--- src/rtl/credit_flowcontrol.sv ---
// Per-port credit counters gating ready_out toward the downstream input FIFOs.
// Each port tracks free downstream slots; send consumes a credit, credit_in returns one.
module credit_flowcontrol #(
  parameter int unsigned NPORTS = 5,
  parameter int unsigned DEPTH  = 4,
  parameter int unsigned CW     = $clog2(DEPTH + 1)
) (
  input  logic                 clk,
  input  logic                 rst,
  input  logic [NPORTS-1:0]    port_sel,
  input  logic [NPORTS-1:0]    send,
  input  logic [NPORTS-1:0]    credit_in,
  output logic [NPORTS-1:0]    ready_out,
  output logic [NPORTS*CW-1:0] credit_cnt,
  output logic [NPORTS-1:0]    err_underflow,
  output logic [NPORTS-1:0]    err_overflow
);

  localparam logic [CW-1:0] Full = CW'(DEPTH);

  logic [CW-1:0]     cnt_q [NPORTS];
  logic [CW-1:0]     cnt_d [NPORTS];
  logic [NPORTS-1:0] uf_q, uf_d;
  logic [NPORTS-1:0] of_q, of_d;

  always_comb begin
    uf_d = uf_q;
    of_d = of_q;
    for (int p = 0; p < NPORTS; p++) begin
      cnt_d[p] = cnt_q[p];
      // Simultaneous send and credit_in cancel out, even at the limits.
      if (send[p] && !credit_in[p]) begin
        if (cnt_q[p] != '0) cnt_d[p] = cnt_q[p] - 1'b1;
        else                uf_d[p]  = 1'b1;
      end else if (credit_in[p] && !send[p]) begin
        if (cnt_q[p] != Full) cnt_d[p] = cnt_q[p] + 1'b1;
        else                  of_d[p]  = 1'b1;
      end
    end
  end

  always_ff @(posedge clk) begin
    if (rst) begin
      for (int p = 0; p < NPORTS; p++) cnt_q[p] <= Full;
      uf_q <= '0;
      of_q <= '0;
    end else begin
      for (int p = 0; p < NPORTS; p++) cnt_q[p] <= cnt_d[p];
      uf_q <= uf_d;
      of_q <= of_d;
    end
  end

  always_comb begin
    ready_out  = '0;
    credit_cnt = '0;
    for (int p = 0; p < NPORTS; p++) begin
      ready_out[p]           = !rst && port_sel[p] && (cnt_q[p] != '0);
      credit_cnt[p*CW +: CW] = cnt_q[p];
    end
  end

  assign err_underflow = uf_q;
  assign err_overflow  = of_q;

endmodule

--- config.mk ---
export PLATFORM = sky130hd
export DESIGN_NAME = credit_flowcontrol
export DESIGN_NICKNAME = d
export VERILOG_FILES = /design/src/rtl/credit_flowcontrol.sv
export SDC_FILE = /design/constraint.sdc
export NUM_CORES = 1
export LEC_CHECK = 0
export ABC_AREA = 1
export ABC_CLOCK_PERIOD_IN_PS = 3100
export BUFFER_PORTS_ARGS = -buffer_cell sky130_fd_sc_hd__buf_2
export CORE_MARGIN = 4
export CORE_UTILIZATION = 55
export CTS_BUF_LIST = sky130_fd_sc_hd__clkbuf_4
export DETAILED_ROUTE_END_ITERATION = 10
export HOLD_SLACK_MARGIN = 0.03
export PLACE_DENSITY = 0.89
export SLEW_MARGIN = 10
export SYNTH_ARGS = -nofsm -noshare
export SYNTH_HDL_FRONTEND = slang
export SYNTH_SLANG_ARGS = --single-unit
--- constraint.sdc ---
create_clock -name clk -period 3.1 [get_ports clk]
set_input_delay 0.31 -clock clk [delete_from_list [all_inputs] [get_ports clk]]
set_output_delay 0.31 -clock clk [all_outputs]
set_load 0.005 [all_outputs]
==> reports/qor.csv, run 1 <==
metric,value,unit
num_vias,1450,
yosysWarnings,0,
htreeDepth,1,
fp.dieW,61.26,um
synth-seq-cells,25,
max_cap_violations,0,
fin_crit_sh,49.24,%
status,"finished, final reports clean",
start_kind,flip-flop,
core,0.002734,sq mm
end_kind,output pin,
dr.max_layer_used,met4,
finalSetupViolations,0,
layout_common_cells,"inv_1 (49), buf_2 (46), nand2_1 (45), dfxtp_1 (25), a21oi_1 (20)",
drtIter0Drc,109,
finalClockSkew,3.767,ps
firstDrtPassIters,4,
ys_top_cells_by_area,"dfxtp_1 (32%), inv_1 (12%), nand2_1 (11%)",
reg2reg_depth,6,
clkTransAtPathRegs,140,ps
cts_hold_buf,0,
cts_buffers,3,
synth_top_cell_area_share,32.08,%
grt_pass1_wl,4.754,mm
r2r-start,cnt_q[0][12],
fin_ws,1574,ps
placedInstanceArea,0.001812,sq mm
nNetsFinal,298,
post-place-ws,1562,ps
synth.distinct_cells,24,
tightest_slew,397.5,ps
io_buffers,46,
holdCritPathClass,in2reg,
clk-insertion-delay-late,320,ps
synth_seq_area_share,32.08,%
root_buffer,clkbuf_4,
clk_path_buf_depth,2,
cts-resized-gates,0,
vias_per_cell,4.915,
n_antenna_cell,0,
power_density,489.4,mW/mm^2
drv_slew,0,
cts.sinks,25,
p_leak,1.011,nW
ios,47,
cp_max_fo,5,
reg2reg_slack,1750,ps
fp.dieH,61.26,um
drc,0,
fmax,655.1,MHz
synth_area_leader_cell,dfxtp_1,
drive_gt1_share,25.76,%
die-area,0.003753,sq mm
grt_pass1_vias,1135,
netlist_instances,217,
cts_setup_buffers,0,
peakVddDrop,0.0003465,V
cts_tree,done,
syn-num-nets,250,
wl_met2,1.372,mm
wl_met3,188,um
grt_overflow_total,0,
mostFrequentLayoutCell,inv_1,
crit_required,2790,ps
area_growth_syn_to_layout,17.88,%
antenna_found_initial,0,
fp-row-count,19,
r2r_end,cnt_q[0][14],
wl_met1,1.484,mm
crit_type,reg2out,
ant_nets,0,
startpoint,cnt_q[0][4],
start_util,57.07,%
track_usage,16.75,%
routed_wl,3.099,mm
gp_congestion,0.8816,
arrival,1220,ps
rsz0062_at_grt,false,
fin_crit,1526,ps
syn-cell-area,0.001560,sq mm
syn_avg_cell_area,7.190,sq um
crit_end,ready_out[1],
slew_headroom,73.50,%
p_total,0.9001,mW
post_drt_wl_per_cell,10.51,um
dpl.hpwl,2.463,mm
finalHoldViolCount,0,
grt_max_degree,20,
fin_tns_setup,0,ps
stdcell_area,0.001839,sq mm
min_from,rst,
==> kinds of logic after synthesis <==
| group | share of synthesized area (%) |
|---|---|
| compound gates | 9.303 |
| buf+inv | 13.39 |
| flops | 32.08 |
| xor+xnor | 1.123 |
| simple gates | 29.35 |
| fa+ha+maj | 14.76 |
==> through the flow <==
stage / std cells / hold WS (ps) / util, %
after floorplan: 217 / 446.6 / -
after global placement: 291 / 433.8 / 66.27
after detailed placement: 291 / 440.4 / 66.27
after CTS: 295 / 382.6 / 67.28
after global routing: 295 / 399.1 / 67.28
final: 295 / 389.4 / 67.28
==> worst min-delay path by stage <==
stage	endpoint	cells past startpoint	slack (ps)
after floorplan	err_overflow[0]	2	450
after global placement	err_underflow[2]	2	430
after detailed placement	err_overflow[1]	2	440
after CTS	cnt_q[0][13]	2	380
after global routing	cnt_q[0][13]	2	400
final	cnt_q[0][13]	2	390
==> synthesized netlist by cell type, drive strengths merged <==
library cell,number
nor2,16
o21a,1
nor3,4
buf,3
xor2,1
fa,4
inv,51
xnor2,1
nand2,49
nand3b,4
a21oi,22
nand4,7
ha,12
nand3,13
dfxtp,25
o21ai,4
==> registers in the layout, summed over array words and instances (netlist names) <==
| name | count |
|---|---|
| cnt_q | 15 |
| err_overflow | 5 |
| err_underflow | 5 |
==> worst max-delay path: stages (launching register included) <==
cell	delay, ps
dfxtp_1	380
nor2_2	200
nand2_1	80
nand2_1	60
nor2_1	30
buf_2	140
==> power by group <==
group          switching, mW  leakage [nW]  internal, mW
registers             0.0471         0.205         0.366
logic                  0.196         0.788         0.143
clock network         0.0997        0.0177        0.0484
total                  0.343          1.01         0.557
==> layout make-up <==
class	instances	area [sq um]
inverters	51	191.4
flip-flops and latches	25	500.5
well taps	31	38.79
clock buffers	3	22.52
clock inverters	1	5.005
fillers	239	894.6
repair buffers	46	230.2
multi-input cells	138	850.8
==> routing by layer <==
layer,vias to the layer above,global-route usage [%]
met5,-,0
met1,637,23.03
met3,4,1.887
li1,766,-
met2,43,26.89
met4,0,6.502
(Power assumes the default switching activity.)
==> inputs of run 2 (changes only) <==
ABC_AREA = 0   (was 1)
ABC_CLOCK_PERIOD_IN_PS = 1500   (was 3100)
CORE_UTILIZATION = 52   (was 55)
PLACE_DENSITY = 0.86   (was 0.89)
clock period = 1.5 ns   (was 3.1 ns; I/O delays follow)
==> run 2 against run 1 <==
The run now ends with negative setup slack left; sequential power grew 81%; worst setup slack worse by 1600 ps; die area fell by 2.1%; critical endpoint is now cnt_q[0][5]; largest cell class unchanged.
==> reports/qor.csv, run 2 <==
metric,value,unit,change
largest_reg_flops,15,,unchanged
drive_gt1_share,46.03,%,was 25.76%
antenna_found_initial,0,,unchanged
cts.sinks,25,,unchanged
crit_end,cnt_q[0][5],,was ready_out[1]
crit_required,1720,ps,was 2790 ps
clkTransAtPathRegs,130,ps,was 140 ps
synth_top_cell_area_share,34.78,%,was 32.08%
firstDrtPassIters,4,,unchanged
dpl.hpwl,2.790,mm,was 2.463 mm
start_kind,flip-flop,,unchanged
crit_type,reg2reg,,was reg2out
drtIter0Drc,45,,was 109
arrival,1780,ps,was 1220 ps
drc,0,,unchanged
syn_avg_cell_area,8.668,sq um,was 7.190 sq um
rsz0062_at_grt,true,,was false
p_leak,0.9292,nW,was 1.011 nW
cts_buffers,3,,unchanged
power_density,766.7,mW/mm^2,was 489.4 mW/mm^2
netlist_instances,166,,was 217
fp.dieH,60.61,um,was 61.26 um
startpoint,cnt_q[0][4],,unchanged
holdCritPathClass,in2reg,,unchanged
yosysWarnings,0,,unchanged
finalSetupViolations,1,,was 0
multi_input_area,900.9,sq um,was 850.8 sq um
fin_crit,1560,ps,
fin_ws,-59.92,ps,was 1574 ps
clk-insertion-delay-late,310,ps,was 320 ps
r2r_end,cnt_q[0][5],,was cnt_q[0][14]
clk_path_buf_depth,2,,unchanged
finish.utilization,78.22,%,was 67.28%
finalClockSkew,4.306,ps,was 3.767 ps
synth.distinct_cells,23,,was 24
synthTopCellsByCount,"dfxtp_1 (25), nor2_1 (25), inv_1 (24)",,"was inv_1 (49), nand2_1 (45), dfxtp_1 (25)"
core,0.002567,sq mm,was 0.002734 sq mm
synth-seq-cells,25,,unchanged
layout_common_cells,"buf_2 (46), buf_4 (27), nor2_1 (25), inv_1 (19), a21oi_1 (17)",,"was inv_1 (49), buf_2 (46), nand2_1 (45), dfxtp_1 (25), a21oi_1 (20)"
grt_pass1_vias,1429,,was 1135
drv_slew,0,,unchanged
num_vias,1423,,was 1450
io_buffers,46,,unchanged
gp_congestion,0.7742,,was 0.8816
grt_max_degree,31,,was 20
tightest_slew,506.7,ps,was 397.5 ps
routed_wl,3.504,mm,was 3.099 mm
grt_pass1_wl,5.706,mm,was 4.754 mm
regMostFlops,cnt_q,,unchanged
synth_seq_area_share,34.78,%,was 32.08%
nNetsFinal,273,,was 298
end_kind,flip-flop,,was output pin
ys_top_cells_by_area,"dfxtp_1 (35%), ha_1 (10%), nor2_1 (6.5%)",,"was dfxtp_1 (32%), inv_1 (12%), nand2_1 (11%)"
vias_per_cell,5.290,,was 4.915
fp-row-count,18,,was 19
p_total,1.540,mW,was 0.9001 mW
cp_max_fo,4,,was 5
synth_area_leader_cell,dfxtp_1,,unchanged
syn-num-nets,199,,was 250
finalHoldViolCount,0,,unchanged
postSynth.asyncResetShare,0,%,unchanged
reg2reg_slack,-60,ps,was 1750 ps
max_cap_violations,0,,unchanged
htreeDepth,1,,unchanged
slew_headroom,66.22,%,was 73.50%
status,finished with violations,,"was finished, final reports clean"
seq_area,514.2,sq um,was 500.5 sq um
post_drt_wl_per_cell,13.03,um,was 10.51 um
cts_tree,done,,unchanged
violations,negative setup slack,,
grt_overflow_total,0,,unchanged
synth_edf_count,0,,unchanged
fin_tns_setup,-59.92,ps,was 0 ps
die-area,0.003673,sq mm,was 0.003753 sq mm
mostFrequentLayoutCell,buf_2,,was inv_1
ant_nets,0,,unchanged
peakVddDrop,0.0005590,V,was 0.0003465 V
place_inst,265,,was 291
ios,47,,unchanged
start_util,56.04,%,was 57.07%
reg2reg_depth,6,,unchanged
n_fill_cell,177,,was 239
final_cells,269,,was 295
syn-cell-area,0.001439,sq mm,was 0.001560 sq mm
fin_crit_sh,104.0,%,
area_growth_syn_to_layout,39.57,%,was 17.88%
track_usage,20.25,%,was 16.75%
synth-main-ff-cell,dfxtp_1,,unchanged
fmax,641.1,MHz,
r2r-start,cnt_q[0][4],,was cnt_q[0][12]
n_antenna_cell,0,,unchanged
root_buffer,clkbuf_4,,unchanged
fp.dieW,60.61,um,was 61.26 um
run 2: cell count changes after synthesis, moves of 7 or more:
cell,change
nand4_1,-7
inv_1,-25
nand3_1,-7
nor2_1,+13
xor2_1,+9
nand2_1,-43
a211oi_1,+12
run 2: timing repair:
action,in CTS,in global routing
hold buffers,0,0
pin swaps,5,12
gates resized for setup,0,12
setup buffers,0,0
endpoints found under the setup margin,5,9
run 2: worst min path at each step:
stage / start / to / slack (ps) / depth (start not counted)
5_1_grt: credit_in[1] / err_overflow[1] / 250 / 4
6_report: credit_in[1] / err_overflow[1] / 250 / 4
3_5_place_dp: err_overflow[1] / err_overflow[1] / 450 / 2
2_1_floorplan: credit_in[1] / err_overflow[1] / 410 / 3
3_3_place_gp: err_underflow[0] / err_underflow[0] / 450 / 2
4_1_cts: credit_in[1] / err_overflow[1] / 260 / 4
run 2: metal layers:
metal / routed length (um) / share of wire [%] / global-route usage [%] / up-vias
li1: - / - / - / 704
met1: 1384 / 39 / 21.86 / 667
met2: 1857 / 53 / 38.02 / 39
met3: 162 / 4.6 / 4.043 / 13
met4: 99 / 2.8 / 8.359 / 0
met5: 0 / 0 / 0 / -
run 2: through the flow:
step / hold slack, ps / cell area (sq um) / setup slack, ps
2_1_floorplan: 414.2 / 1500 / 1.313
3_3_place_gp: 446.5 / 1948 / -135.6
3_5_place_dp: 453.6 / 1948 / -213.8
4_1_cts: 259.0 / 1978 / -63.78
5_1_grt: 254.9 / 2008 / -121.3
6_report: 250.4 / 2008 / -59.92
run 2: logic make-up after synthesis:
kind of cell             Yosys count  share of synthesized area, %
AO/OA/AOI/OAI                     38                         17.74
XOR/XNOR                          14                         8.521
AND/OR/NAND/NOR                   44                         14.43
flip-flops                        25                         34.78
buffers and inverters             28                         7.826
multiplexers                       1                        0.6957
adder cells (fa/ha/maj)           16                         16.00
run 2: report_power, final:
part / internal (mW) / leakage [nW] / switching (mW)
logic: 0.229 / 0.703 / 0.246
clock network: 0.122 / 0.0184 / 0.196
registers: 0.711 / 0.208 / 0.0361
total: 1.06 / 0.929 / 0.478
run 2: cell type report:
cell class	count	area share [%]
well taps	30	1.869
multi-input cells	113	44.86
repair buffers	73	21.56
clock buffers	4	1.495
flip-flops and latches	25	25.61
inverters	24	4.611
run 2: worst max-delay path, stage by stage, from the launching register on:
cell	delay [ps]
dfxtp_4	370
xor2_1	140
ha_2	190
a21o_1	160
a211oi_2	210
nand2_1	80
a221o_1	320
==> inputs of run 3 (changes only) <==
REMOVE_ABC_BUFFERS = 1   (was unset)
==> run 3 against run 2 <==
The run still ends with negative setup slack left; register-to-register slack worse by 20 ps; critical path depth unchanged; core utilization down 1.2 points; critical endpoint unchanged; highest routed layer unchanged.
==> reports/qor.csv, run 3 (synthesis results as in run 2) <==
metric,value,unit,change
status,finished with violations,,unchanged
final_cells,268,,was 269
power_density,767.4,mW/mm^2,was 766.7 mW/mm^2
ios,47,,unchanged
cts.sinks,25,,unchanged
clk-insertion-delay-late,330,ps,was 310 ps
grt_overflow_total,0,,unchanged
peakVddDrop,0.0008183,V,was 0.0005590 V
finalClockSkew,4.143,ps,was 4.306 ps
stdcell_area,0.001978,sq mm,was 0.002008 sq mm
num_vias,1373,,was 1423
cts_tree,done,,unchanged
post_drt_wl_per_cell,12.23,um,was 13.03 um
end_kind,flip-flop,,unchanged
finish.utilization,77.05,%,was 78.22%
rsz0062_at_grt,true,,unchanged
violations,negative setup slack,,unchanged
mostFrequentLayoutCell,buf_2,,unchanged
fin_tns_setup,-82.37,ps,was -59.92 ps
arrival,1820,ps,was 1780 ps
start_util,56.04,%,unchanged
finalHoldViolCount,0,,unchanged
drive_gt1_share,43.28,%,was 46.03%
routed_wl,3.278,mm,was 3.504 mm
finalSetupViolations,1,,unchanged
core,0.002567,sq mm,unchanged
n_antenna_cell,0,,unchanged
layout_common_cells,"buf_2 (46), buf_4 (26), nor2_1 (25), inv_1 (21), a21oi_1 (17)",,"was buf_2 (46), buf_4 (27), nor2_1 (25), inv_1 (19), a21oi_1 (17)"
crit_type,reg2reg,,unchanged
start_kind,flip-flop,,unchanged
track_usage,18.96,%,was 20.25%
area_growth_syn_to_layout,37.48,%,was 39.57%
max_cap_violations,0,,unchanged
drv_slew,0,,unchanged
multi_input_area,885.9,sq um,was 900.9 sq um
fin_crit,1582,ps,was 1560 ps
cts_buffers,3,,unchanged
tightest_slew,524.3,ps,was 506.7 ps
fp-row-count,18,,unchanged
ant_nets,0,,unchanged
post-place-ws,-337.3,ps,was -213.8 ps
grt_pass1_vias,1252,,was 1429
vias_per_cell,5.123,,was 5.290
place_inst,262,,was 265
regMostFlops,cnt_q,,unchanged
grt_max_degree,31,,unchanged
clkTransAtPathRegs,140,ps,was 130 ps
largest_reg_flops,15,,unchanged
nNetsFinal,272,,was 273
n_fill_cell,200,,was 177
cp_max_fo,4,,unchanged
gp_congestion,0.9260,,was 0.7742
drtIter0Drc,61,,was 45
io_buffers,46,,unchanged
cts_hold_buf,0,,unchanged
placedInstanceArea,0.001864,sq mm,was 0.001948 sq mm
crit_required,1740,ps,was 1720 ps
fp.dieH,60.61,um,unchanged
grt_pass1_wl,5.264,mm,was 5.706 mm
root_buffer,clkbuf_4,,unchanged
drc,0,,unchanged
clk_path_buf_depth,2,,unchanged
fp.dieW,60.61,um,unchanged
antenna_found_initial,0,,unchanged
dpl.hpwl,2.469,mm,was 2.790 mm
holdCritPathClass,in2reg,,unchanged
fin_crit_sh,105.5,%,was 104.0%
die-area,0.003673,sq mm,unchanged
fin_ws,-82.37,ps,was -59.92 ps
seq_area,511.7,sq um,was 514.2 sq um
reg2reg_slack,-80,ps,was -60 ps
slew_headroom,65.04,%,was 66.22%
htreeDepth,1,,unchanged
firstDrtPassIters,4,,unchanged
fmax,632.0,MHz,was 641.1 MHz
p_leak,0.9324,nW,was 0.9292 nW
run 3: power breakdown:
group	internal (mW)	total, mW	switching (mW)	leakage, nW
sequential	0.712	0.745	0.0332	0.208
combinational	0.226	0.467	0.241	0.707
clock	0.100	0.306	0.206	0.0177
run 3: path summary, 6_finish.rpt:
| path | start | end | cells after the start |
|---|---|---|---|
| worst min register to register | err_underflow[0] | err_underflow[0] | 2 |
| worst max-delay path | cnt_q[0][4] | cnt_q[0][5] | 6 |
| worst min-delay path | credit_in[1] | err_overflow[1] | 5 |
| worst max register to register | cnt_q[0][4] | cnt_q[0][5] | 6 |
run 3: layout make-up:
class | count | share of cell area (%)
Tap cell | 30 | 1.898
Clock buffer | 3 | 1.139
Multi-Input combinational cell | 113 | 44.78
Sequential cell | 25 | 25.87
Inverter | 24 | 4.554
Timing Repair Buffer | 72 | 21.51
Clock inverter | 1 | 0.2530
run 3: stage by stage:
stage                     hold WS, ps  power (mW)
after floorplan                 222.4      0.9977
after global placement          442.4       1.175
after detailed placement        453.2       1.190
after CTS                       271.6       1.510
after global routing            274.8       1.618
final                           269.2       1.518
run 3: critical path, cell delays in order (launching register included):
cell,delay (ps)
dfxtp_2,360
xor2_1,170
ha_2,210
a21o_1,160
a211oi_2,210
nand2_1,80
a221o_1,300
run 3: what timing repair did:
item | in CTS | in global routing
buffers inserted | 0 | 2
pin swaps | 7 | 11
gates resized for setup | 12 | 14
setup endpoints to repair | 5 | 9
run 3: routing by layer:
layer	routed length (um)	up-vias	global-route usage, %	part of all wire, %
li1	-	705	-	-
met1	1336	633	22.47	41
met2	1721	33	34.35	53
met3	203	2	4.681	6.2
met4	18	0	4.334	0.55
met5	0	-	0	0
